==> src/rtl/serial_tx.sv <==
// -----------------------------------------------------------------------------
// serial_tx
//   Frame serialiser. A frame is one start bit (0), DATA_W payload bits sent
//   LSB first, and one stop bit (1). Each bit is held on tx for BAUD_DIV clock
//   cycles, so a frame lasts (DATA_W+2)*BAUD_DIV cycles. All outputs come
//   straight from registers.
//
// Parameters
//   DATA_W    payload bits per frame (1..16)
//   BAUD_DIV  clock cycles per serial bit (1..1024)
//
// Ports
//   clk      in   single clock, rising edge
//   rst      in   asynchronous active-high reset
//   data_in  in   payload, captured only on the edge that accepts start
//   start    in   transmit request, level-sampled on every rising edge
//   tx       out  serial line, idles high
//   busy     out  high while a frame is in progress
//   done     out  one-cycle pulse in the first idle cycle after a frame
// -----------------------------------------------------------------------------
module serial_tx #(
    parameter int DATA_W   = 8,
    parameter int BAUD_DIV = 4
) (
    input  logic              clk,
    input  logic              rst,
    input  logic [DATA_W-1:0] data_in,
    input  logic              start,
    output logic              tx,
    output logic              busy,
    output logic              done
);

    // Counter widths are clamped to at least one bit so DATA_W=1 / BAUD_DIV=1
    // still produce legal vectors.
    localparam int CNT_W = (BAUD_DIV > 1) ? $clog2(BAUD_DIV) : 1;
    localparam int IDX_W = (DATA_W > 1) ? $clog2(DATA_W) : 1;

    localparam logic [CNT_W-1:0] CNT_LAST = CNT_W'(BAUD_DIV - 1);
    localparam logic [IDX_W-1:0] IDX_LAST = IDX_W'(DATA_W - 1);

    typedef enum logic [1:0] {
        IDLE  = 2'd0,
        START = 2'd1,
        DATA  = 2'd2,
        STOP  = 2'd3
    } state_t;

    state_t            state_reg;
    logic [CNT_W-1:0]  baud_cnt_reg;
    logic [IDX_W-1:0]  bit_idx_reg;
    logic [DATA_W-1:0] data_reg;
    logic              tx_reg;
    logic              busy_reg;
    logic              done_reg;

    logic              bit_end;
    logic [IDX_W-1:0]  idx_next;

    // Last cycle of the current bit period: the next edge moves to a new bit.
    assign bit_end  = (baud_cnt_reg == CNT_LAST);
    // Only used to select the next payload bit while more bits remain, so it
    // never addresses past DATA_W-1 on a path that reaches tx.
    assign idx_next = bit_idx_reg + IDX_W'(1);

    assign tx   = tx_reg;
    assign busy = busy_reg;
    assign done = done_reg;

    // tx is loaded one edge ahead with the value of the bit about to start,
    // which gives the one-cycle start latency and keeps tx glitch-free.
    always_ff @(posedge clk or posedge rst) begin
        if (rst) begin
            state_reg    <= IDLE;
            baud_cnt_reg <= '0;
            bit_idx_reg  <= '0;
            data_reg     <= '0;
            tx_reg       <= 1'b1;
            busy_reg     <= 1'b0;
            done_reg     <= 1'b0;
        end else begin
            done_reg <= 1'b0;
            case (state_reg)
                IDLE: begin
                    tx_reg   <= 1'b1;
                    busy_reg <= 1'b0;
                    // Includes the done cycle, so back-to-back frames chain
                    // without an extra idle cycle.
                    if (start) begin
                        data_reg     <= data_in;
                        state_reg    <= START;
                        tx_reg       <= 1'b0;
                        busy_reg     <= 1'b1;
                        baud_cnt_reg <= '0;
                        bit_idx_reg  <= '0;
                    end
                end

                START: begin
                    if (bit_end) begin
                        baud_cnt_reg <= '0;
                        bit_idx_reg  <= '0;
                        state_reg    <= DATA;
                        tx_reg       <= data_reg[0];
                    end else begin
                        baud_cnt_reg <= baud_cnt_reg + CNT_W'(1);
                    end
                end

                DATA: begin
                    if (bit_end) begin
                        baud_cnt_reg <= '0;
                        if (bit_idx_reg == IDX_LAST) begin
                            bit_idx_reg <= '0;
                            state_reg   <= STOP;
                            tx_reg      <= 1'b1;
                        end else begin
                            bit_idx_reg <= idx_next;
                            tx_reg      <= data_reg[idx_next];
                        end
                    end else begin
                        baud_cnt_reg <= baud_cnt_reg + CNT_W'(1);
                    end
                end

                STOP: begin
                    if (bit_end) begin
                        baud_cnt_reg <= '0;
                        state_reg    <= IDLE;
                        tx_reg       <= 1'b1;
                        busy_reg     <= 1'b0;
                        done_reg     <= 1'b1;
                    end else begin
                        baud_cnt_reg <= baud_cnt_reg + CNT_W'(1);
                    end
                end

                default: begin
                    state_reg <= IDLE;
                    tx_reg    <= 1'b1;
                    busy_reg  <= 1'b0;
                end
            endcase
        end
    end

endmodule

==> config.mk <==
export PLATFORM = sky130hd
export DESIGN_NAME = serial_tx
export DESIGN_NICKNAME = d
export VERILOG_FILES = /design/src/rtl/serial_tx.sv
export SDC_FILE = /design/constraint.sdc
export NUM_CORES = 1
export LEC_CHECK = 0
export CAP_MARGIN = 5
export CORE_MARGIN = 2
export CORE_UTILIZATION = 52
export DETAILED_ROUTE_END_ITERATION = 8
export PLACE_DENSITY_LB_ADDON = 0.25
export SLEW_MARGIN = 20
export SYNTH_ARGS = -nofsm -noshare
export SYNTH_HDL_FRONTEND = slang
export SYNTH_SLANG_ARGS = --single-unit
==> constraint.sdc <==
create_clock -name clk -period 1.85 [get_ports clk]
set_input_delay 0.185 -clock clk [delete_from_list [all_inputs] [get_ports clk]]
set_output_delay 0.185 -clock clk [all_outputs]
set_load 0.1 [all_outputs]
**Word level (Yosys, flattened, before mapping)**

Cells that the tools add are included.

- Memories: 0
- Bits in latches: 0
- RAM bits: 0
- Word-level logic and storage cells: 56
- ROM bits: 0
- Output and inout bits: 3
- Register bits: 18

- Mux-type cells: 27
- $mul: 0
- $lt $le $gt $ge: 1
- Reductions and logical operators: 9
- $add $sub $neg: 2
- Shift operators: 0
- Bitwise gates (word level): 0
- Div/mod/pow operators: 0
- Equal/unequal tests: 10

Operators by type and width:

| kind | number |
|---|---|
| 2-bit two-way mux | 7 |
| 3-bit two-way mux | 4 |
| 1-bit two-way mux | 10 |
| 2-bit inequality test, second input constant | 5 |
| 3-bit one-hot mux with 3 select lines | 1 |
| 2-bit one-hot mux with 4 select lines | 1 |
| 2-bit == test, second input constant | 3 |
| 5-bit AND reduction | 1 |
| 3-bit by 4-bit < comparator with 1-bit output, second input constant | 1 |
| 1-bit one-hot mux with 4 select lines | 1 |
| 2-bit one-hot mux with 2 select lines | 1 |
| 2-bit AND reduction | 2 |
| 4-bit AND reduction | 1 |
| 3-bit by 1-bit adder with 3-bit output, second input constant | 1 |
| 1-bit binary-select mux with 3-bit select | 1 |
| 3-bit == test, second input constant | 1 |
| 3-bit AND reduction | 1 |
| 3-bit nonzero test | 1 |
| 3-bit OR reduction | 1 |
| 2-bit by 1-bit adder with 2-bit output, second input constant | 1 |
| 2-bit by 1-bit == test with 1-bit output, second input constant | 1 |
| 2-bit zero test | 1 |
| 1-bit one-hot mux with 2 select lines | 1 |
| 2-bit nonzero test | 1 |

**Longest topological paths before layout**

- Depth in word-level cells: 6
- Gate-level depth with buffers: 6
- Depth with buffers taken out: 6

**Worst setup path after synthesis**

No wires, ideal clock.

- Kind: register to register
- From: register state_reg[0]
- To: register bit_idx_reg[0]
- Arrival time: 1.475 ns
- Path buffers: 0
- Stages on the path, launching flop included: 7
- Setup time: 0.125 ns
- Slack: 0.250 ns
- Path through: dfrtp_1 -> inv_1 -> ha_1 -> nor2_2 -> nor2_1 -> nor3_4 -> mux2_2

- Cells in the longest elaborated chain, start to end: 3
- Elaborated cells between the ends (all ways): 9

RTL lines:

| element | line | text |
|---|---|---|
| start, declared | 49 | `state_t state_reg;` |
| start signal, assigned | 74 | `state_reg <= IDLE;` |
| start signal, assigned | 91 | `state_reg <= START;` |
| start signal, assigned | 103 | `state_reg <= DATA;` |
| 2-bit by 1-bit == test with 1-bit output (tied with other cells) | 83 | `case (state_reg)` |
| 2-bit inequality test (no line) / 3-bit nonzero test (equally long branches) | -- |  |
| 4-bit AND reduction (no line) | -- |  |
| end signal, assigned | 118 | `bit_idx_reg <= idx_next;` |
| end, declared | 51 | `logic [IDX_W-1:0] bit_idx_reg;` |

Several ways; a longest one is shown, not always the timed one.
A chain may end at the register's enable or synchronous reset.

**Worst setup path in the final report**

- From: register state_reg[0]
- To: register state_reg[1]

- Cells in the longest elaborated chain, start to end: 3
- Elaborated cells between the ends (all ways): 11

RTL lines:

| element | line |
|---|---|
| 2-bit == test (tied with other cells) | 83 |
| 2-bit inequality test (no line) | -- |
| 5-bit AND reduction (no line) | -- |

Several ways; a longest one is shown, not always the timed one.

==> metrics.yaml <==
final_area_um2: 1180
crit_required_ps: 2040
synth_top_area_frac: 0.435
net-switching-power_mw: 0.880
clk_pin_slew_ps: 100
ios: 14
crit_chain: "inv_1 -> ha_1 -> nor2_2 -> a21oi_2 -> nor3_2 -> mux2_2"
largest_reg_flops: 8
syn_area_um2: 978
row_count: 15
drt_iter0_drc: 1
postSynthAreaPerCell_um2: 11.8
num_vias: 630
tightest_slew_ps: 649
postRouteWirelength_um: 1530
maxCapViolCount: 0
yosysSeqAreaShare: 0.462
p_clk_frac: 0.113
endpoint_kind: "register"
outcome: "completed"
r2r_slack_ps: 140
cts-root-buf: "clkbuf_4"
cts_tree: "done"
grt_usage: 0.168
timing.fmax_mhz: 584
synth_top_cell_by_area: "dfrtp_1"
rsz0062_at_grt: "false"
dr.pass1.iters: 2
pwr-share-comb: 0.555
area_growth_pct: 21.0
finalSetupViolCount: 0
synth_edf_count: 0
final_nets: 121
cts.sinks: 18
cp.arrival_ps: 1900
postCtsSetupBuffers: 0
cpPeakStageDelay_ps: 430
cts.repair.resized: 0
slew_violations: 0
path_class: "reg -> reg"
antenna_cells: 0
synthFlopType: "dfrtp_1"
p_seq_frac: 0.332
die_h_um: 47.4
synth_cell_type_count: 27
async_flop_share: 1.00
syn_inst: 83
grt_pass1_wl_um: 2590
synthTopCellsByArea: "dfrtp_1 43%, mux2_2 13%, ha_1 12%"
gp_congestion: 0.785
period_share: 0.926
grt_pass1_vias: 594
wl_per_cell_um: 12.2
dp_hpwl_um: 1240
min_path_type: "in -> async"
synthTopCellsByCount: "17 x dfrtp_1, 11 x mux2_2, 9 x ha_1"
leakage_nw: 0.541
route.detailed.drc: 0
grt_max_degree: 19
viasPerCell: 5.04
power_density_nw_per_um2: 1820
drtAntennaViolNets: 0
cp-start-kind: "register"
antenna_found_initial: 0
cts_buffers: 3
gr-total-overflow: 0
yosysWarnings: 0
cts_hold_buf: 0
cts.path.max_buffers: 2
clk_latency_ps: 290
fill_cells: 137
layout_min_cycle_time_ps: 1710
timing_hold_violations_final: 0
port_buffers: 13
htreeDepth: 1
reg2regPathDepth: 6
skew_ps: 2.23
critPathLaunch: "state_reg[0]$_DFFE_PP0P_"
rr_endpoint: "state_reg[1]$_DFFE_PP0P_"
fp.dieW_um: 47.4
die-area_um2: 2240
place_area_um2: 1140
core-area_um2: 1750
r2r-start: "state_reg[0]$_DFFE_PP0P_"
synth_seq_cells: 18
p_int_mw: 1.27
setup_tns_ps: 0
drive_above_1_share: 0.250
crit_slowest_cell: "dfrtp_1"
start_util: 0.561
syn_nets: 103
switching_share: 0.409
synth.most_common_cell: "dfrtp_1"
ir_worst_vdd_mv: 1.06
path_max_fanout: 5
slew_headroom: 0.567
per-layer routing:
metal / vias to the layer above / wire length [um] / track usage
li1: 327 / - / -
met1: 288 / 739 / 0.239
met2: 11 / 722 / 0.257
met3: 4 / 40 / 0.0231
met4: 0 / 22 / 0.0667
met5: - / 0 / 0
cell usage in the layout, fill, tap and decap left out, drive strengths merged:
cell | Yosys | layout
dfrtp | 17 | 17
mux2 | 11 | 11
clkdlybuf4s50 | 0 | 10
ha | 9 | 9
nand2 | 6 | 6
mux2i | 6 | 6
inv | 5 | 5
clkbuf | 0 | 4
buf | 1 | 4
o21ai | 3 | 3
nor2 | 3 | 3
a21oi | 3 | 3
nor2b | 3 | 3
and2 | 2 | 2
nand3 | 2 | 2
nand3b | 2 | 2
nor3 | 2 | 2
a41oi | 1 | 1
a211oi | 1 | 1
nand2b | 1 | 1
or4 | 1 | 1
o21a | 1 | 1
nor4 | 1 | 1
a21o | 1 | 1
dfstp | 1 | 1
logic make-up (layout without fill, tap and decap cells):
kind of cell	Yosys count	after routing	synth area share
simple gates	23	23	0.145
flops	18	18	0.462
mux	17	17	0.188
compound gates	10	10	0.0665
fa+ha+maj	9	9	0.115
buf+inv	6	23	0.0243
worst max path at each step:
stage | endpoint | slack, ps | cells past startpoint
floorplan | bit_idx_reg[0]$_DFFE_PP0P_ | 250 | 6
global placement | state_reg[1]$_DFFE_PP0P_ | 190 | 6
detailed placement | bit_idx_reg[0]$_DFFE_PP0P_ | 140 | 6
CTS | bit_idx_reg[0]$_DFFE_PP0P_ | 130 | 6
global route | bit_idx_reg[0]$_DFFE_PP0P_ | 8 | 6
finish | state_reg[1]$_DFFE_PP0P_ | 140 | 6
per-stage QoR:
step	utilization	cells	setup slack [ps]	hold WS [ps]	total power [mW]
detailed placement	0.653	120	144	482	1.92
global placement	0.653	120	192	468	1.88
floorplan	-	83	250	123	1.66
finish	0.678	125	138	275	2.15
global route	0.678	125	7.67	355	2.32
CTS	0.674	124	133	303	2.16
worst max-delay path, delay by kind of cell (launching register included):
family	cells	cell delay, ps
muxes	1	360
adders and majority gates	1	260
AOI/OAI and AO/OA	1	100
and+or+nand+nor	2	370
buffers and inverters	1	100
DFF	1	430
power by group through the flow:
stage	sequential (mW)	combinational, mW	clock [mW]
4_1_cts	0.717	1.19	0.249
5_1_grt	0.736	1.33	0.258
6_report	0.714	1.20	0.243
3_5_place_dp	0.726	1.19	0
3_3_place_gp	0.716	1.16	0
2_1_floorplan	0.865	0.792	0
layout make-up:
| type | count | area, um^2 | area share |
|---|---|---|---|
| inverters | 5 | 18.8 | 0.0159 |
| flip-flops and latches | 18 | 452 | 0.382 |
| well taps | 25 | 31.3 | 0.0264 |
| repair buffers | 14 | 143 | 0.121 |
| clock buffers | 4 | 36.3 | 0.0307 |
| multi-input cells | 59 | 503 | 0.425 |
Power figures use the tool's default switching activity.
